==> src/rtl/dest_reader_if.sv <==
// Destination-FIFO drain bus between the interconnect egress FIFOs and
// the dest_reader, including its capture stream and status outputs.
interface dest_reader_if #(
  parameter int unsigned BW    = 6,
  parameter int unsigned CNT_W = 8
);
  logic             init;
  logic             enable;
  logic             D0_empty;
  logic             D1_empty;
  logic [BW-1:0]    D0_data_out;
  logic [BW-1:0]    D1_data_out;
  logic             D0_rd;
  logic             D1_rd;
  logic [BW-1:0]    data_out;
  logic             valid_out;
  logic             src_out;
  logic [CNT_W-1:0] cnt_D0;
  logic [CNT_W-1:0] cnt_D1;
  logic             mismatch_err;
  logic             idle;

  // Drain engine side: pops the FIFOs and drives the captured stream.
  modport master (
    input  init, enable, D0_empty, D1_empty, D0_data_out, D1_data_out,
    output D0_rd, D1_rd, data_out, valid_out, src_out,
           cnt_D0, cnt_D1, mismatch_err, idle
  );

  // FIFO / consumer side.
  modport slave (
    output init, enable, D0_empty, D1_empty, D0_data_out, D1_data_out,
    input  D0_rd, D1_rd, data_out, valid_out, src_out,
           cnt_D0, cnt_D1, mismatch_err, idle
  );
endinterface

==> src/rtl/dest_reader.sv <==
// Round-robin drain engine for the D0/D1 destination FIFOs. Issues pops,
// absorbs the one-cycle FIFO read latency, and emits a registered, source
// tagged word stream with per-destination counters and a sticky flag for
// words whose destination bit disagrees with the FIFO they came from.
module dest_reader #(
  parameter int unsigned BW    = 6,
  parameter int unsigned CNT_W = 8
) (
  input  logic          clk,
  input  logic          reset,
  dest_reader_if.master bus
);

  typedef enum logic [1:0] {
    IDLE   = 2'd0,
    ACTIVE = 2'd1,
    DRAIN  = 2'd2
  } state_t;

  localparam logic [CNT_W-1:0] CNT_MAX = '1;

  state_t           state_q;
  state_t           state_d;
  logic             last_q;
  logic             pend_q;
  logic             psrc_q;
  logic [BW-1:0]    data_q;
  logic             valid_q;
  logic             src_q;
  logic [CNT_W-1:0] cnt0_q;
  logic [CNT_W-1:0] cnt1_q;
  logic             err_q;
  logic             idle_q;

  logic             rd0_c;
  logic             rd1_c;
  logic             grant_c;
  logic [BW-1:0]    pdata_c;

  // Round-robin grant: favour the FIFO not served last; never pop an empty one.
  always_comb begin
    rd0_c = 1'b0;
    rd1_c = 1'b0;
    if (!reset && bus.enable && !bus.init) begin
      if (!bus.D0_empty && !bus.D1_empty) begin
        rd0_c = last_q;
        rd1_c = ~last_q;
      end else begin
        rd0_c = ~bus.D0_empty;
        rd1_c = ~bus.D1_empty;
      end
    end
    grant_c = rd0_c | rd1_c;
  end

  // Next-state for the activity tracker; DRAIN covers the last capture after the final pop.
  always_comb begin
    state_d = state_q;
    case (state_q)
      IDLE:    state_d = grant_c ? ACTIVE : IDLE;
      ACTIVE:  state_d = grant_c ? ACTIVE : (pend_q ? DRAIN : IDLE);
      DRAIN:   state_d = grant_c ? ACTIVE : IDLE;
      default: state_d = IDLE;
    endcase
  end

  // Read data of the FIFO popped on the previous cycle.
  assign pdata_c = psrc_q ? bus.D1_data_out : bus.D0_data_out;

  // Pipeline, capture, counters, error flag, arbiter pointer and FSM state.
  always_ff @(posedge clk or posedge reset) begin
    if (reset) begin
      state_q <= IDLE;
      last_q  <= 1'b1;
      pend_q  <= 1'b0;
      psrc_q  <= 1'b0;
      data_q  <= '0;
      valid_q <= 1'b0;
      src_q   <= 1'b0;
      cnt0_q  <= '0;
      cnt1_q  <= '0;
      err_q   <= 1'b0;
      idle_q  <= 1'b1;
    end else begin
      pend_q  <= grant_c;
      valid_q <= pend_q;
      if (grant_c) begin
        last_q <= rd1_c;
        psrc_q <= rd1_c;
      end
      if (pend_q) begin
        data_q <= pdata_c;
        src_q  <= psrc_q;
        if (pdata_c[BW-2] != psrc_q) begin
          err_q <= 1'b1;
        end
        if (psrc_q) begin
          cnt1_q <= (cnt1_q == CNT_MAX) ? cnt1_q : cnt1_q + CNT_W'(1);
        end else begin
          cnt0_q <= (cnt0_q == CNT_MAX) ? cnt0_q : cnt0_q + CNT_W'(1);
        end
      end
      // init overrides any same-cycle increment or error set
      if (bus.init) begin
        cnt0_q <= '0;
        cnt1_q <= '0;
        err_q  <= 1'b0;
        last_q <= 1'b1;
      end
      state_q <= state_d;
      idle_q  <= (state_d == IDLE) && bus.D0_empty && bus.D1_empty;
    end
  end

  assign bus.D0_rd        = rd0_c;
  assign bus.D1_rd        = rd1_c;
  assign bus.data_out     = data_q;
  assign bus.valid_out    = valid_q;
  assign bus.src_out      = src_q;
  assign bus.cnt_D0       = cnt0_q;
  assign bus.cnt_D1       = cnt1_q;
  assign bus.mismatch_err = err_q;
  assign bus.idle         = idle_q;

endmodule

==> src/flat_wrapper.sv <==
// flat-port wrapper written by rule: the top's interface ports become plain ports
module dest_reader_flat 
#(
  parameter int unsigned BW    = 6,
  parameter int unsigned CNT_W = 8
)
  (clk, reset, bus_init, bus_enable, bus_D0_empty, bus_D1_empty, bus_D0_data_out, bus_D1_data_out, bus_D0_rd, bus_D1_rd, bus_data_out, bus_valid_out, bus_src_out, bus_cnt_D0, bus_cnt_D1, bus_mismatch_err, bus_idle);
  dest_reader_if #(.BW(BW), .CNT_W(CNT_W)) bus_i ();
  input  logic clk;
  input  logic reset;
  input wire logic [$bits(bus_i.init)-1:0] bus_init;
  input wire logic [$bits(bus_i.enable)-1:0] bus_enable;
  input wire logic [$bits(bus_i.D0_empty)-1:0] bus_D0_empty;
  input wire logic [$bits(bus_i.D1_empty)-1:0] bus_D1_empty;
  input wire logic [$bits(bus_i.D0_data_out)-1:0] bus_D0_data_out;
  input wire logic [$bits(bus_i.D1_data_out)-1:0] bus_D1_data_out;
  output wire logic [$bits(bus_i.D0_rd)-1:0] bus_D0_rd;
  output wire logic [$bits(bus_i.D1_rd)-1:0] bus_D1_rd;
  output wire logic [$bits(bus_i.data_out)-1:0] bus_data_out;
  output wire logic [$bits(bus_i.valid_out)-1:0] bus_valid_out;
  output wire logic [$bits(bus_i.src_out)-1:0] bus_src_out;
  output wire logic [$bits(bus_i.cnt_D0)-1:0] bus_cnt_D0;
  output wire logic [$bits(bus_i.cnt_D1)-1:0] bus_cnt_D1;
  output wire logic [$bits(bus_i.mismatch_err)-1:0] bus_mismatch_err;
  output wire logic [$bits(bus_i.idle)-1:0] bus_idle;
  assign bus_i.init = bus_init;
  assign bus_i.enable = bus_enable;
  assign bus_i.D0_empty = bus_D0_empty;
  assign bus_i.D1_empty = bus_D1_empty;
  assign bus_i.D0_data_out = bus_D0_data_out;
  assign bus_i.D1_data_out = bus_D1_data_out;
  assign bus_D0_rd = bus_i.D0_rd;
  assign bus_D1_rd = bus_i.D1_rd;
  assign bus_data_out = bus_i.data_out;
  assign bus_valid_out = bus_i.valid_out;
  assign bus_src_out = bus_i.src_out;
  assign bus_cnt_D0 = bus_i.cnt_D0;
  assign bus_cnt_D1 = bus_i.cnt_D1;
  assign bus_mismatch_err = bus_i.mismatch_err;
  assign bus_idle = bus_i.idle;
  dest_reader #(.BW(BW), .CNT_W(CNT_W)) u_core (.clk(clk), .reset(reset), .bus(bus_i));
endmodule
==> config.mk <==
export PLATFORM = sky130hd
export DESIGN_NAME = dest_reader_flat
export DESIGN_NICKNAME = d
export VERILOG_FILES = /design/src/rtl/dest_reader_if.sv /design/src/rtl/dest_reader.sv /design/src/flat_wrapper.sv
export SDC_FILE = /design/constraint.sdc
export NUM_CORES = 1
export LEC_CHECK = 0
export ABC_AREA = 1
export BUFFER_PORTS_ARGS = -buffer_cell sky130_fd_sc_hd__buf_2
export CAP_MARGIN = 10
export CORE_MARGIN = 1.5
export CORE_UTILIZATION = 47
export CTS_CLUSTER_DIAMETER = 80
export DETAILED_ROUTE_END_ITERATION = 8
export GPL_TIMING_DRIVEN = 0
export PLACE_DENSITY = 0.83
export SYNTH_ARGS = -nofsm -noshare
export SYNTH_HDL_FRONTEND = slang
export SYNTH_SLANG_ARGS = --single-unit
==> constraint.sdc <==
create_clock -name clk -period 1.5 [get_ports clk]
set_input_delay 0.15 -clock clk [delete_from_list [all_inputs] [get_ports clk]]
set_output_delay 0.15 -clock clk [all_outputs]
set_load 0.02 [all_outputs]
==> impl_table.tex <==
\begin{tabular}{lr}
\hline
Metric & Value \\
\hline
\multicolumn{2}{l}{\textbf{STA}} \\
Share of the clock period used by the worst path after layout & 0.988 \\
Post-route clock skew & $\sim$14 ps \\
Setup total negative slack & 0 ps \\
Max Clk Rate & just under 700 MHz \\
Headroom to the max-slew limit & 0.497 \\
Setup violation total in the final timing report & 0 \\
Number of hold-slack violations in the final timing report & 0 \\
Final slew viol count & 0 \\
Minimum clock period & $\sim$1500 ps \\
Actual slew at the worst max-slew pin & 750 ps \\
\multicolumn{2}{l}{\textbf{Yosys}} \\
Ranking of synthesized cells by area & sky130\_fd\_sc\_hd\_\_dfrtp\_1, sky130\_fd\_sc\_hd\_\_nand2\_1, sky130\_fd\_sc\_hd\_\_nand3\_1 \\
Share of cell area taken by muxes after synthesis & 0 \\
Gate Count Post-Synth & 216 \\
Area fraction of the dominant cell type after synthesis & 0.434 \\
Synthesized-area fraction occupied by ao, oa, aoi and oai cells & 0.0951 \\
Number of distinct library cell variants in the gate-level netlist after synthesis & 30 \\
Post-synth top area cell & sky130\_fd\_sc\_hd\_\_dfrtp\_1 \\
Net count after synthesis & 236 \\
Main combinational cell family by area after synthesis & simple AND/OR/NAND/NOR gates \\
Synth Cell Area & 1670 sq um \\
Total of warnings raised by yosys & 0 \\
Average instance area after synthesis & 7.74 sq um \\
Share of synthesized cell area in full adder, half adder and majority cells & 0.0150 \\
Synthesized-area fraction occupied by xor and xnor cells & 0 \\
Area fraction in and, or, nand and nor cells after synthesis & 0.340 \\
Post-synthesis register bit count & 31 \\
Post-synthesis sequential area ratio & 0.466 \\
\multicolumn{2}{l}{\textbf{Hold path}} \\
Min-Delay Path Class & in -> reg \\
\multicolumn{2}{l}{\textbf{Route}} \\
Via count of the routed design & 1600 \\
Count of unresolved DRC violations after routing & 0 \\
Count of nets left with antenna violations after detail routing & 0 \\
Via/cell ratio & 4.95 \\
Detailed-route wire length per cell & 11.3 microns \\
Final wirelength & approximately 3.7 mm \\
Pre-antenna DRT Iters & 4 \\
Iteration-0 DRC Markers & 98 \\
\multicolumn{2}{l}{\textbf{Worst setup path}} \\
Number of buffers and inverters on the critical path & 2 \\
Crit Path Class & reg -> out \\
Longest individual stage delay on the worst path & about 550 ps \\
Critical path data arrival time & approximately 1300 ps \\
Cell family contributing the most delay on the critical path & flip-flops \\
Maximum fanout count along the critical path & 2 \\
Worst-path cell chain & inv\_1, a211oi\_2, buf\_4 \\
Critical Path Slowest Stage Cell & sky130\_fd\_sc\_hd\_\_dfstp\_2 \\
Capturing element type of the critical path & output port \\
Required time at the endpoint of the critical path & around 1400 ps \\
Critical Path Source Type & register \\
\multicolumn{2}{l}{\textbf{Global route}} \\
Remaining Overflow, GRT & 0 \\
Maximum number of pins on one net before global-route repair & 17 \\
Total global routing track utilization & 0.207 \\
Global Route met1 Usage & 0.282 \\
Met3 Track Usage GR & 0.0685 \\
Number of global-route vias before repair & approximately 1400 \\
Busiest layer in global routing & met2 \\
Global-route met2 utilization & 0.325 \\
First-pass GRT wire length & between 6 and 7 mm \\
Initial antenna violation count & 0 \\
\multicolumn{2}{l}{\textbf{Layout}} \\
Area added between synthesis and finish & 27.0\% \\
Final instance area & approximately 2100 sq um \\
Fraction of layout cells with a size suffix above 1 & 0.307 \\
Commonest cells after routing, fill and taps aside & sky130\_fd\_sc\_hd\_\_nand2\_1, sky130\_fd\_sc\_hd\_\_buf\_2, sky130\_fd\_sc\_hd\_\_nand3\_1 \\
Most frequent standard cell in the layout excluding fill and tap cells & sky130\_fd\_sc\_hd\_\_nand2\_1 \\
Post-layout util & 0.631 \\
Cell Count, Final, Fillers Out & $\sim$320 \\
Layout net count & just under 300 \\
Count of inserted antenna diode cells & 0 \\
\multicolumn{2}{l}{\textbf{Floorplan}} \\
Starting density of the core & 0.497 \\
Die extent in y & roughly 63 microns \\
Total die area & roughly 3900 sq um \\
Std-Cell Rows & 21 \\
Core Area & $\sim$3400 sq um \\
Chip width & roughly 63 microns \\
Num ports & 46 \\
\multicolumn{2}{l}{\textbf{Pwr}} \\
Leakage power of the design & 1.09 nW \\
PD cells & 1050 nW/um\^{}2 \\
Peak ir drop on the vdd network & around 0.63 mV \\
\multicolumn{2}{l}{\textbf{CTS}} \\
Clk pin slew, worst setup/hold paths & 100 ps \\
CTS Buf Count & 5 \\
Clock tree sinks & 31 \\
Clock buffer depth & 2 \\
Depth of the CTS H-tree & 2 \\
Clock tree root driver cell & sky130\_fd\_sc\_hd\_\_clkbuf\_4 \\
TritonCTS clock tree & done \\
Clock latency reported for the late side of the worst-skew pair & roughly 340 ps \\
\multicolumn{2}{l}{\textbf{Place}} \\
Post-detailed-placement cell area & slightly below 2000 sq um \\
Number of placed instances with taps included & approximately 310 \\
Final Wtd Congestion & between 0.8 and 0.9 \\
Input/output buffers & 45 \\
Total half-perimeter wirelength after legalization and detailed placement & roughly 2.5 mm \\
\multicolumn{2}{l}{\textbf{Outcome}} \\
Status & complete, no violations \\
\multicolumn{2}{l}{\textbf{Flow run}} \\
Max-cap violation count & 0 \\
\hline
\end{tabular}
-- final cells by class --
| type | count | area (sq um) |
|---|---|---|
| clock buffers | 6 | 51.3 |
| clock inverters | 2 | 35.0 |
| inverters | 26 | 101 |
| multi-input cells | 155 | 762 |
| fillers | 329 | 1240 |
| well taps | 46 | 57.6 |
| repair inverters | 1 | 5.00 |
| repair buffers | 52 | 288 |
| flip-flops and latches | 31 | 779 |
| plain buffers | 4 | 43.8 |
-- worst paths after layout --
kind	startpoint	endpoint	slack, ps	cells past startpoint
min in group asynchronous	reset	u_core.state_q[0]$_DFF_PP0_	450	3
worst min register to register	u_core.pend_q$_DFF_PP0_	u_core.bus.valid_out$_DFF_PP0_	400	0
worst max register to register	u_core.bus.cnt_D0[0]$_DFFE_PP0P_	u_core.bus.cnt_D0[6]$_DFFE_PP0P_	100	8
worst max-delay path	u_core.last_q$_DFFE_PP1P_	bus_D0_rd	20	3
worst min-delay path	bus_D1_data_out[2]	u_core.bus.data_out[2]$_DFFE_PP0P_	4	3
max in group asynchronous	reset	u_core.bus.cnt_D0[0]$_DFFE_PP0P_	550	3
-- repair_timing --
item	in CTS	in global routing
hold endpoints to repair	29	0
buffers inserted	0	4
hold buffers	3	0
gates resized for setup	0	5
setup endpoints to repair	2	12
pin swaps	0	0
cloned	1	0
-- stage by stage --
step	hold WS (ps)	power (mW)	worst slack (ps)
2_1_floorplan	75.7	1.34	53.9
3_5_place_dp	287	1.51	-288
6_report	4.37	2.23	17.8
3_3_place_gp	283	1.50	-283
4_1_cts	1.26	2.21	4.50
5_1_grt	5.45	2.36	-39.9
-- worst min-delay path, cell delays in order --
cell	delay, ps
sky130_fd_sc_hd__buf_2	70
sky130_fd_sc_hd__nand2_1	40
sky130_fd_sc_hd__nand3_1	50
-- synthesized netlist by cell type --
| master | count |
|---|---|
| sky130_fd_sc_hd__or2_2 | 1 |
| sky130_fd_sc_hd__dfstp_2 | 2 |
| sky130_fd_sc_hd__inv_1 | 24 |
| sky130_fd_sc_hd__dfrtp_1 | 29 |
| sky130_fd_sc_hd__a21oi_1 | 1 |
| sky130_fd_sc_hd__o22ai_1 | 1 |
| sky130_fd_sc_hd__nor2_2 | 1 |
| sky130_fd_sc_hd__o21ai_1 | 2 |
| sky130_fd_sc_hd__nand3_1 | 29 |
| sky130_fd_sc_hd__inv_2 | 2 |
| sky130_fd_sc_hd__buf_2 | 1 |
| sky130_fd_sc_hd__nor3_1 | 1 |
| sky130_fd_sc_hd__o31ai_1 | 1 |
| sky130_fd_sc_hd__nand3_4 | 1 |
| sky130_fd_sc_hd__o21ai_0 | 8 |
| sky130_fd_sc_hd__buf_12 | 1 |
| sky130_fd_sc_hd__ha_1 | 2 |
| sky130_fd_sc_hd__buf_4 | 1 |
| sky130_fd_sc_hd__nor2_4 | 1 |
| sky130_fd_sc_hd__nand2_2 | 2 |
| sky130_fd_sc_hd__a211oi_1 | 1 |
| sky130_fd_sc_hd__nand2_1 | 69 |
| sky130_fd_sc_hd__nor2_1 | 21 |
| sky130_fd_sc_hd__a21oi_2 | 1 |
| sky130_fd_sc_hd__buf_6 | 1 |
| sky130_fd_sc_hd__nand4_1 | 1 |
| sky130_fd_sc_hd__nand3_2 | 2 |
| sky130_fd_sc_hd__o211ai_1 | 1 |
| sky130_fd_sc_hd__o21bai_1 | 3 |
| sky130_fd_sc_hd__o21ai_2 | 5 |
-- cells by family after synthesis --
family                   count (synthesis)
buffers and inverters                   30
flip-flops                              31
adder cells (fa/ha/maj)                  2
AND/OR/NAND/NOR                        129
AO/OA/AOI/OAI                           24
-- flip-flops by register name (all words and copies together), names as in the netlist --
name and cells:
u_core.psrc_q 1, u_core.bus.data_out 6, u_core.bus.valid_out 1, u_core.bus.src_out 1, u_core.last_q 1, u_core.bus.mismatch_err 1, u_core.bus.cnt_D0 8, u_core.bus.idle 1
u_core.state_q 2, u_core.bus.cnt_D1 8, u_core.pend_q 1
-- routing by layer --
layer,part of all wire,vias to the layer above
li1,-,816
met1,0.47,732
met2,0.47,47
met3,0.057,5
met4,0.0068,0
met5,0,-
-- where the power goes --
| part | internal (mW) | switching (mW) | leakage, nW |
|---|---|---|---|
| Combinational | 0.214 | 0.328 | 0.633 |
| Clock | 0.394 | 0.292 | 0.0482 |
| Sequential | 0.931 | 0.0730 | 0.405 |
| Total | 1.54 | 0.693 | 1.09 |
Note: power is estimated with default switching activity, not from simulation.
